File: config.mk
export PLATFORM = sky130hd
export DESIGN_NAME = ula_port
export DESIGN_NICKNAME = d
export VERILOG_FILES = /design/src/rtl/ula_port.sv
export SDC_FILE = /design/constraint.sdc
export NUM_CORES = 1
export LEC_CHECK = 0
export ABC_AREA = 1
export BUFFER_PORTS_ARGS = -buffer_cell sky130_fd_sc_hd__buf_2
export CORE_MARGIN = 2
export CORE_UTILIZATION = 30
export CTS_CLUSTER_DIAMETER = 80
export CTS_CLUSTER_SIZE = 16
export DETAILED_ROUTE_END_ITERATION = 10
export PLACE_DENSITY = 0.64
export SYNTH_ARGS = -nofsm -noshare
export SYNTH_HDL_FRONTEND = slang
export SYNTH_SLANG_ARGS = --single-unit
export TNS_END_PERCENT = 30
File: constraint.sdc
create_clock -name clk -period 1 [get_ports clk]
set_clock_uncertainty 0.2 [all_clocks]
set_input_delay 0.05 -clock clk [delete_from_list [all_inputs] [get_ports clk]]
set_output_delay 0.05 -clock clk [all_outputs]
set_load 0.05 [all_outputs]
File: src/rtl/ula_port.sv
// ---------------------------------------------------------------------------
// ula_port -- Spectrum ULA I/O port (port 0xFE, any even address)
//
// Decodes Z80 I/O cycles to even addresses. It holds the border colour and
// the MIC/EAR output latches, and it assembles read data from the keyboard
// matrix and the synchronised tape input. It also produces a 1-bit audio
// stream for the beeper pin.
//
// The CPU strobes are sampled as plain levels in the clk domain, because
// cpuClock is only a divided enable-like clock.
//
// Build option:
//   ULA_SIGMA_DELTA_EN  defined   -> 9-bit first-order sigma-delta DAC
//                                    mixing EAR/MIC/tape levels
//                       undefined -> audio_out = reg(ear ^ (mic & ear_sync))
//
// Parameters:
//   EAR_LEVEL, MIC_LEVEL, TAPE_LEVEL  DAC weights (sum must be <= 255)
//
// Ports:
//   clk        system clock
//   reset_n    asynchronous active-low reset
//   n_iorq     Z80 IORQ (active-low)
//   n_rd       Z80 RD (active-low)
//   n_wr       Z80 WR (active-low)
//   addr0      CPU address bit 0 (port selected when 0)
//   din[7:0]   CPU write data
//   key_data   keyboard columns, active-low
//   ear_in     asynchronous tape input
//   dout[7:0]  read data {1, ear_sync, 1, key_data}
//   rd_cs      port read in progress (combinational)
//   border     border colour latch
//   mic, ear   MIC / EAR latches
//   port_wr    one-clk pulse per accepted write
//   audio_out  audio bitstream
// ---------------------------------------------------------------------------
module ula_port #(
  parameter int unsigned EAR_LEVEL  = 192,
  parameter int unsigned MIC_LEVEL  = 32,
  parameter int unsigned TAPE_LEVEL = 16
) (
  input  logic       clk,
  input  logic       reset_n,
  input  logic       n_iorq,
  input  logic       n_rd,
  input  logic       n_wr,
  input  logic       addr0,
  input  logic [7:0] din,
  input  logic [4:0] key_data,
  input  logic       ear_in,
  output logic [7:0] dout,
  output logic       rd_cs,
  output logic [2:0] border,
  output logic       mic,
  output logic       ear,
  output logic       port_wr,
  output logic       audio_out
);

  // The summed level must fit in 8 bits, so the DAC adder cannot overflow.
  generate
    if (EAR_LEVEL + MIC_LEVEL + TAPE_LEVEL > 255) begin : g_level_check
      $error("ula_port: EAR_LEVEL + MIC_LEVEL + TAPE_LEVEL exceeds 255");
    end
  endgenerate

  logic       wr_req;
  logic       wr_strobe;
  logic       wr_q;
  logic [2:0] border_q, border_d;
  logic       mic_q, mic_d;
  logic       ear_q, ear_d;
  logic       port_wr_q, port_wr_d;
  logic       ear_meta_q;
  logic       ear_sync_q;
  logic       audio_q, audio_d;
  logic       unused_din;

  assign unused_din = ^din[7:5];

  assign wr_req = ~n_iorq & ~n_wr & ~addr0;
  assign rd_cs  = ~n_iorq & ~n_rd & ~addr0;

  // Only the first clk of a write cycle counts. wr_q resets to 1, so a write
  // that is already active when reset releases is ignored until WR goes high.
  assign wr_strobe = wr_req & ~wr_q;

  always_comb begin
    border_d  = border_q;
    mic_d     = mic_q;
    ear_d     = ear_q;
    port_wr_d = 1'b0;
    if (wr_strobe) begin
      border_d  = din[2:0];
      mic_d     = din[3];
      ear_d     = din[4];
      port_wr_d = 1'b1;
    end
  end

  always_ff @(posedge clk or negedge reset_n) begin
    if (!reset_n) begin
      wr_q       <= 1'b1;
      border_q   <= 3'd0;
      mic_q      <= 1'b0;
      ear_q      <= 1'b0;
      port_wr_q  <= 1'b0;
      ear_meta_q <= 1'b0;
      ear_sync_q <= 1'b0;
      audio_q    <= 1'b0;
    end else begin
      wr_q       <= wr_req;
      border_q   <= border_d;
      mic_q      <= mic_d;
      ear_q      <= ear_d;
      port_wr_q  <= port_wr_d;
      ear_meta_q <= ear_in;
      ear_sync_q <= ear_meta_q;
      audio_q    <= audio_d;
    end
  end

`ifdef ULA_SIGMA_DELTA_EN
  // First-order sigma-delta DAC: the carry out of an 8-bit phase accumulator
  // has a density of level/256.
  logic [7:0] level;
  logic [8:0] acc_q, acc_d;

  always_comb begin
    level = (ear_q      ? 8'(EAR_LEVEL)  : 8'd0)
          + (mic_q      ? 8'(MIC_LEVEL)  : 8'd0)
          + (ear_sync_q ? 8'(TAPE_LEVEL) : 8'd0);
    acc_d   = {1'b0, acc_q[7:0]} + {1'b0, level};
    audio_d = acc_q[8];
  end

  always_ff @(posedge clk or negedge reset_n) begin
    if (!reset_n) begin
      acc_q <= 9'd0;
    end else begin
      acc_q <= acc_d;
    end
  end
`else
  // Plain beeper: the EAR latch, toggled by tape input only while MIC is set.
  always_comb begin
    audio_d = ear_q ^ (mic_q & ear_sync_q);
  end
`endif

  assign dout      = {1'b1, ear_sync_q, 1'b1, key_data};
  assign border    = border_q;
  assign mic       = mic_q;
  assign ear       = ear_q;
  assign port_wr   = port_wr_q;
  assign audio_out = audio_q;

endmodule

==> flow_summary.json, run 1 <==
{
  "outcome": "complete, but fails checks",
  "failed_checks": "negative hold slack, negative setup slack",
  "synth-seq-cells": 10,
  "vdd_drop_max_mv": 0.6228,
  "tritoncts": "built",
  "core_sq_um": 1350,
  "p_leak_nw": 0.3674,
  "insertion_delay_ps": 270,
  "first_global_vias": 338,
  "reg2reg_from": "wr_q",
  "ant_nets": 0,
  "regArea_sq_um": 252.7,
  "setup_viol": 14,
  "r2r_slack_ps": -50,
  "syn_avg_cell_area_sq_um": 10.18,
  "yosysMostFrequentCell": "nand2_1",
  "min_delay_worst_endpoint": "wr_q",
  "start_util": 0.3318,
  "ctsHoldBuffers": 7,
  "ios": 36,
  "clock_path_buffers": 2,
  "synth_area_leaders": "dfrtp_1 (50%), buf_4 (13%), nand2_1 (9.2%)",
  "final_cells": 87,
  "async_flop_share": 1.000,
  "maxSlewViolCount": 0,
  "io_buffer_count": 20,
  "synth_cell_type_count": 11,
  "whs_ps": -285.9,
  "wirelength_um": 911,
  "nNetsFinal": 93,
  "power_density_nw_per_um2": 1801,
  "grt_pass1_wl_um": 1524,
  "dp.cells": 73,
  "synth_warnings": 0,
  "first_iter_violations": 5,
  "netlist_area_sq_um": 447.9,
  "die_y_um": 42.64,
  "min_period_over_period": 1.074,
  "htreeDepth": 1,
  "layout-drive-gt1-share": 0.4722,
  "grt_start_max_net_pins": 11,
  "r2r-end": "mic",
  "gp_congestion": 0.7117,
  "path_clk_slew_ps": 70,
  "rows": 13,
  "cp_max_fo": 2,
  "crit_required_ps": 750,
  "hold_class": "input pin to flop",
  "critPathArrivalTime_ps": 820,
  "synth_top_area_share": 0.5028,
  "post-route-min-period_ps": 1074,
  "via_count": 383,
  "drt-wirelength-per-cell_um": 10.47,
  "rsz0062_at_grt": "true",
  "drc": 0,
  "post-route-worst-setup-slack_ps": -74.49,
  "hp-start": "n_wr",
  "finalHoldViolations": 21,
  "cts_buffers": 3,
  "crit_family": "flip-flops",
  "die_w_um": 42.64,
  "whs_path_depth": 2,
  "grt_overflow": 0,
  "netlist_instances": 44,
  "fmax_mhz": 930.7,
  "slowest_stage": "dfrtp_1",
  "cp-start-kind": "flop",
  "ys_seq_area_frac": 0.5615,
  "multi_input_area_sq_um": 130.1,
  "crit_path_cell_trace": "buf_6",
  "die_area_sq_um": 1818,
  "viasPerCell": 4.402,
  "synth_edf_count": 0,
  "yosysTopAreaCell": "dfrtp_1",
  "drtPass1Iterations": 4,
  "fin_util": 0.5246,
  "place_hpwl_um": 636.6,
  "maxCapViolations": 0,
  "synthFlopType": "dfrtp_1",
  "max_stage_delay_ps": 400,
  "syn2layout_area_growth_pct": 58.10,
  "path_class": "flop to output pin",
  "crit_path_end_kind": "output pin",
  "ys_top_cells_by_count": "nand2_1 (11), dfrtp_1 (9), buf_4 (8)",
  "diodes": 0,
  "antenna_found_initial": 0,
  "clock-sinks": 10,
  "path_buf_inv": 1,
  "cts-root-buf": "clkbuf_4",
  "fill_cells": 123,
  "grt.total_usage": 0.1182,
  "r2r_cells": 4
}
[stage by stage]
step | instance area [sq um] | TNS [ps] | total power, W | setup WS [ps]
2_1_floorplan | 455.4 | -458.3 | 0.0008199 | -100.8
3_5_place_dp | 534.3 | -540.4 | 0.0008650 | -102.8
5_1_grt | 708.2 | -1213 | 0.001350 | -110.5
3_3_place_gp | 534.3 | -458.5 | 0.0008620 | -90.44
6_report | 708.2 | -682.5 | 0.001276 | -74.49
4_1_cts | 705.7 | -661.0 | 0.001282 | -81.19
[where the power goes]
group          switching, W  leakage [nW]  internal, W
registers         0.0000351         0.121     0.000462
logic              0.000299         0.232     0.000193
clock network      0.000133        0.0150     0.000154
total              0.000467         0.367     0.000809
[cell type report]
type / instances / share of cell area
sequential: 10 / 0.3569
timing repair buffer: 31 / 0.3710
tap: 15 / 0.02650
inverter: 4 / 0.02473
multi-input combinational: 23 / 0.1837
clock buffer: 4 / 0.03710
[per-layer routing]
metal / GRT usage / up-vias / share of wire
met5: 0 / - / 0
met4: 0.1063 / 0 / 0.015
met3: 0.04310 / 2 / 0.098
met2: 0.1758 / 27 / 0.50
met1: 0.1287 / 167 / 0.39
li1: - / 187 / -
[cell families after synthesis]
kind of cell  after synthesis  synth area share
xor+xnor                    1           0.01956
simple gates               20            0.2430
flops                      10            0.5615
buf+inv                    12            0.1676
other cells                 1          0.008372
[placed cells by master, fill, tap and decap left out]
| master | instances |
|---|---|
| buf_2 | 12 |
| nand2_1 | 10 |
| dfrtp_1 | 8 |
| buf_6 | 8 |
| dlygate4sd3_1 | 7 |
| nand4_1 | 5 |
| inv_1 | 3 |
| clkbuf_4 | 3 |
| buf_4 | 3 |
| conb_1 | 2 |
| nor2_4 | 1 |
| nor2_1 | 1 |
| inv_4 | 1 |
| nand3_4 | 1 |
| nand2_2 | 1 |
| xnor2_1 | 1 |
| nor2_2 | 1 |
| clkbuf_1 | 1 |
| dfrtp_2 | 1 |
| buf_12 | 1 |
| dfstp_2 | 1 |
[timing repair]
item,CTS,global route
endpoints found under the setup margin,14,15
cloned,0,0
hold endpoints to repair,23,18
pin swaps,2,0
buffers inserted,3,0
gates resized for setup,18,1
[flip-flops by register name, summed over array words and instances (netlist names)]
name and flops:
wr_q 1, border 3, ear 1, ear_sync_q 1, ear_meta_q 1, mic 1
port_wr 1, audio_out 1
[worst max-delay path by stage]
stage,start,endpoint,slack [ps],depth (start not counted)
3_5_place_dp,wr_q,mic,-100,4
2_1_floorplan,ear,audio_out,-100,1
4_1_cts,mic,mic,-80,1
5_1_grt,border[1],border[1],-110,1
3_3_place_gp,wr_q,mic,-90,4
6_report,border[1],border[1],-70,1
No activity file was read; power rests on OpenSTA's default activity.
==> run 2, diff against run 1 <==
==> constraint.sdc (replaced) <==
create_clock -name clk -period 1 [get_ports clk]
set_clock_uncertainty 0.2 [all_clocks]
set_input_delay 0 -clock clk [delete_from_list [all_inputs] [get_ports clk]]
set_output_delay 0 -clock clk [all_outputs]
set_load 0.05 [all_outputs]
==> flow_summary.json, run 2 (synthesized netlist as in run 1, its figures left out) <==
{
  "path_clk_slew_ps": 70,
  "nNetsFinal": 97,
  "htreeDepth": 1,
  "cp-start-kind": "flop",
  "vdd_drop_max_mv": 0.8579,
  "start_util": 0.3318,
  "maxCapViolations": 0,
  "outcome": "complete, but fails checks",
  "grt_start_max_net_pins": 11,
  "fin_util": 0.5616,
  "drtPass1Iterations": 2,
  "via_count": 394,
  "first_global_vias": 363,
  "seqPwrFrac": 0.371,
  "post-route-min-period_ps": 1052,
  "tritoncts": "built",
  "dp_slack_ps": -102.6,
  "layout-drive-gt1-share": 0.4605,
  "maxSlewViolCount": 0,
  "setup_viol": 12,
  "viasPerCell": 4.330,
  "die_y_um": 42.64,
  "p_clk_frac": 0.224,
  "post-route-worst-setup-slack_ps": -52.41,
  "die_area_sq_um": 1818,
  "fmax_mhz": 950.2,
  "crit_required_ps": 1010,
  "power_density_nw_per_um2": 1775,
  "finalHoldViolations": 16,
  "ctsHoldBuffers": 12,
  "grt_overflow": 0,
  "r2r_slack_ps": -50,
  "rsz0062_at_grt": "true",
  "slowest_stage": "dfstp_2",
  "total_power_w": 0.001346,
  "hold_class": "input pin to flop",
  "place_hpwl_um": 647.3,
  "die_w_um": 42.64,
  "largest_reg_flops": 3,
  "whs_ps": -342.0,
  "diodes": 0,
  "internal-power_w": 0.0008246,
  "rows": 13,
  "max_stage_delay_ps": 540,
  "combPwrFrac": 0.405,
  "gp_congestion": 0.7119,
  "drc": 0,
  "syn2layout_area_growth_pct": 69.27,
  "p_sw_w": 0.0005213,
  "min_period_over_period": 1.052,
  "drt-wirelength-per-cell_um": 10.74,
  "wirelength_um": 977,
  "swShare": 0.3873,
  "antenna_found_initial": 0,
  "insertion_delay_ps": 270,
  "first_iter_violations": 2,
  "final_cell_mix": "buf_2 (12), nand2_1 (9), buf_6 (9)",
  "cp_max_fo": 6,
  "cts_buffers": 3,
  "cts-root-buf": "clkbuf_4",
  "p_leak_nw": 0.4239,
  "final_common_cell": "buf_2",
  "failed_checks": "negative hold slack, negative setup slack",
  "critical_path.most_common_cell": "nand2_1",
  "path_class": "flop to flop",
  "grt_pass1_wl_um": 1524,
  "core_sq_um": 1350,
  "clock-sinks": 10,
  "crit_path_end_kind": "flop",
  "grt.total_usage": 0.1224,
  "ant_nets": 0,
  "critPathArrivalTime_ps": 1060,
  "crit_path_cell_trace": "inv_4 > nand3_4 > nand2_1 > nand2_1",
  "ios": 36,
  "relSlewSlack": 0.6575,
  "clock_path_buffers": 2,
  "worstMarginPinSlew_ps": 516.0,
  "io_buffer_count": 20
}
==> run 2: power by group through the flow <==
stage	Combinational [W]	Sequential, W	Clock [W]
floorplan	0.000151	0.000671	0
global placement	0.000356	0.000497	0
detailed placement	0.000360	0.000499	0
CTS	0.000525	0.000498	0.000308
global route	0.000573	0.000507	0.000329
finish	0.000545	0.000499	0.000301
==> run 2: per-layer routing <==
metal  routed length, um  global-route usage  vias to the layer above
met4                  23              0.1125                        0
met2                 483              0.1758                       23
met5                   0                   0                        -
met1                 388              0.1413                      173
met3                  82             0.03879                        4
li1                    -                   -                      194
==> run 2: cell type report <==
cell class,count,area [sq um]
multi-input combinational,23,132.6
sequential,10,254.0
clock buffer,4,26.28
inverter,4,17.52
tap,15,18.77
fill,126,591.8
timing repair buffer,35,309.0
==> run 2: repair_timing <==
item / in CTS / in global routing
setup buffers: 2 / 1
gates resized for setup: 18 / 8
gates cloned: 0 / 0
endpoints found under the hold margin: 23 / 16
endpoints found under the setup margin: 14 / 20
==> run 2: worst paths after layout <==
path,start,endpoint,cells after the start
max,wr_q,border[2],4
min,n_wr,wr_q,2
max reg2reg,wr_q,border[2],4
min reg2reg,ear_meta_q,ear_sync_q,0
max in group asynchronous,reset_n,wr_q,2
min in group asynchronous,reset_n,port_wr,2
==> run 2: critical path: cells and delay by family (launching register included) <==
family / cells / cell delay, ps
buffers and inverters: 1 / 50
flip-flops: 1 / 540
AND/OR/NAND/NOR: 3 / 200
==> run 2: through the flow <==
step / instances / TNS, ps / hold slack [ps] / cell area [sq um]
after global placement: 72 / -459.4 / -331.0 / 515.5
final: 91 / -423.7 / -342.0 / 758.2
after floorplan: 45 / -410.4 / -495.6 / 456.7
after global routing: 91 / -953.3 / -332.4 / 758.2
after CTS: 90 / -726.2 / -349.7 / 729.5
after detailed placement: 72 / -543.0 / -329.2 / 515.5
==> run 3, diff against run 2 <==
- REMOVE_ABC_BUFFERS: not set -> 1
==> flow_summary.json, run 3 (synthesized netlist as in run 1, its figures left out) <==
{
  "cts-root-buf": "clkbuf_4",
  "place_hpwl_um": 604.5,
  "p_leak_nw": 0.4199,
  "core_sq_um": 1350,
  "crit_required_ps": 1000,
  "io_buffer_count": 20,
  "grt_start_max_net_pins": 11,
  "syn2layout_area_growth_pct": 64.53,
  "drtPass1Iterations": 4,
  "drt-wirelength-per-cell_um": 10.64,
  "grt_pass1_wl_um": 1566,
  "slowest_stage": "dfstp_2",
  "rows": 13,
  "ios": 36,
  "min_period_over_period": 1.052,
  "fmax_mhz": 950.7,
  "whs_ps": -341.1,
  "crit_path_end_kind": "flop",
  "die_y_um": 42.64,
  "setup_viol": 14,
  "gp_congestion": 0.6581,
  "power_density_nw_per_um2": 1788,
  "rsz0062_at_grt": "true",
  "relSlewSlack": 0.6595,
  "final_cell_mix": "buf_2 (12), nand2_1 (11), dfrtp_1 (9)",
  "cp_max_fo": 6,
  "critPathArrivalTime_ps": 1050,
  "setup_tns_ps": -383.0,
  "maxCapViolations": 0,
  "path_clk_slew_ps": 60,
  "grt_overflow": 0,
  "r2r-end": "border[0]",
  "die_w_um": 42.64,
  "first_global_vias": 366,
  "largest_reg_flops": 3,
  "viasPerCell": 4.267,
  "layout-drive-gt1-share": 0.3867,
  "cts_buffers": 3,
  "cp-start-kind": "flop",
  "insertion_delay_ps": 260,
  "grt.total_usage": 0.1205,
  "critical_path.most_common_cell": "nand2_1",
  "r2r_slack_ps": -50,
  "drc": 0,
  "path_class": "flop to flop",
  "post-route-worst-setup-slack_ps": -51.85,
  "final_common_cell": "buf_2",
  "maxSlewViolCount": 0,
  "max_stage_delay_ps": 540,
  "failed_checks": "negative hold slack, negative setup slack",
  "diodes": 0,
  "clock-sinks": 10,
  "outcome": "complete, but fails checks",
  "antenna_found_initial": 0,
  "clock_path_buffers": 2,
  "crit_path_cell_trace": "inv_4 > nand3_4 > nand2_1 > nand2_1",
  "tritoncts": "built",
  "wirelength_um": 958,
  "htreeDepth": 1,
  "worstMarginPinSlew_ps": 513.0,
  "post-route-min-period_ps": 1052,
  "hold_class": "input pin to flop",
  "nNetsFinal": 96,
  "ant_nets": 0,
  "dp_slack_ps": -104.8,
  "via_count": 384,
  "critPathCapture": "border[0]",
  "reg2reg_from": "wr_q",
  "die_area_sq_um": 1818,
  "finalHoldViolations": 16,
  "r2r_cells": 4,
  "ctsHoldBuffers": 12,
  "first_iter_violations": 7,
  "vdd_drop_max_mv": 0.9165,
  "start_util": 0.3318,
  "critPathLaunch": "wr_q"
}
## run 3: changes by cell type in the layout (fill, tap and decap cells not counted)
cell and delta:
buf_6 -1, dfrtp_1 +2, dfrtp_2 -2, nand2_1 +2
nand2_2 -2, nor2_1 +1, nor2_2 -1
## run 3: area by class of cell
type,count,area (sq um)
clock buffers,4,26.28
fillers,122,613.1
inverters,4,17.52
multi-input cells,23,125.1
flip-flops and latches,10,251.5
well taps,15,18.77
repair buffers,34,297.8
## run 3: timing repair
action | in CTS | in global routing
resized for setup | 18 | 5
cloned | 0 | 0
pin swaps | 2 | 1
hold endpoints to repair | 23 | 16
buffers inserted | 1 | 1
setup endpoints to repair | 14 | 19
## run 3: routing by layer
metal | GRT usage | routed length [um] | share of wire
met5 | 0 | 0 | 0
met2 | 0.1818 | 451 | 0.47
met1 | 0.1459 | 395 | 0.41
met4 | 0.01875 | 6 | 0.0063
met3 | 0.07759 | 105 | 0.11
## run 3: worst min path at each step
stage	start	to	depth (start not counted)
2_1_floorplan	reset_n	audio_out	0
3_3_place_gp	reset_n	ear	1
3_5_place_dp	reset_n	audio_out	1
4_1_cts	n_wr	wr_q	2
5_1_grt	n_wr	wr_q	2
6_report	n_wr	wr_q	2
## run 3: critical path, delay by kind of cell (launching register included)
family	cells	cell delay, ps
flip-flops	1	540
AND/OR/NAND/NOR	3	200
buffers and inverters	1	50
## run 3: through the flow
| step | instance area (sq um) | power (W) | utilization | cells | hold slack (ps) |
|---|---|---|---|---|---|
| CTS | 716.9 | 0.001315 | 0.5310 | 89 | -343.7 |
| global route | 737.0 | 0.001377 | 0.5459 | 90 | -346.5 |
| detailed placement | 510.5 | 0.0008534 | 0.3781 | 72 | -330.8 |
| floorplan | 391.6 | 0.0007544 | - | 37 | -495.6 |
| finish | 737.0 | 0.001318 | 0.5459 | 90 | -341.1 |
| global placement | 510.5 | 0.0008510 | 0.3781 | 72 | -332.1 |
## run 3: power by group
group          internal, W  switching, W  leakage, nW
Combinational     0.000190      0.000329        0.283
Sequential        0.000460     0.0000369        0.122
Clock             0.000154      0.000147       0.0150
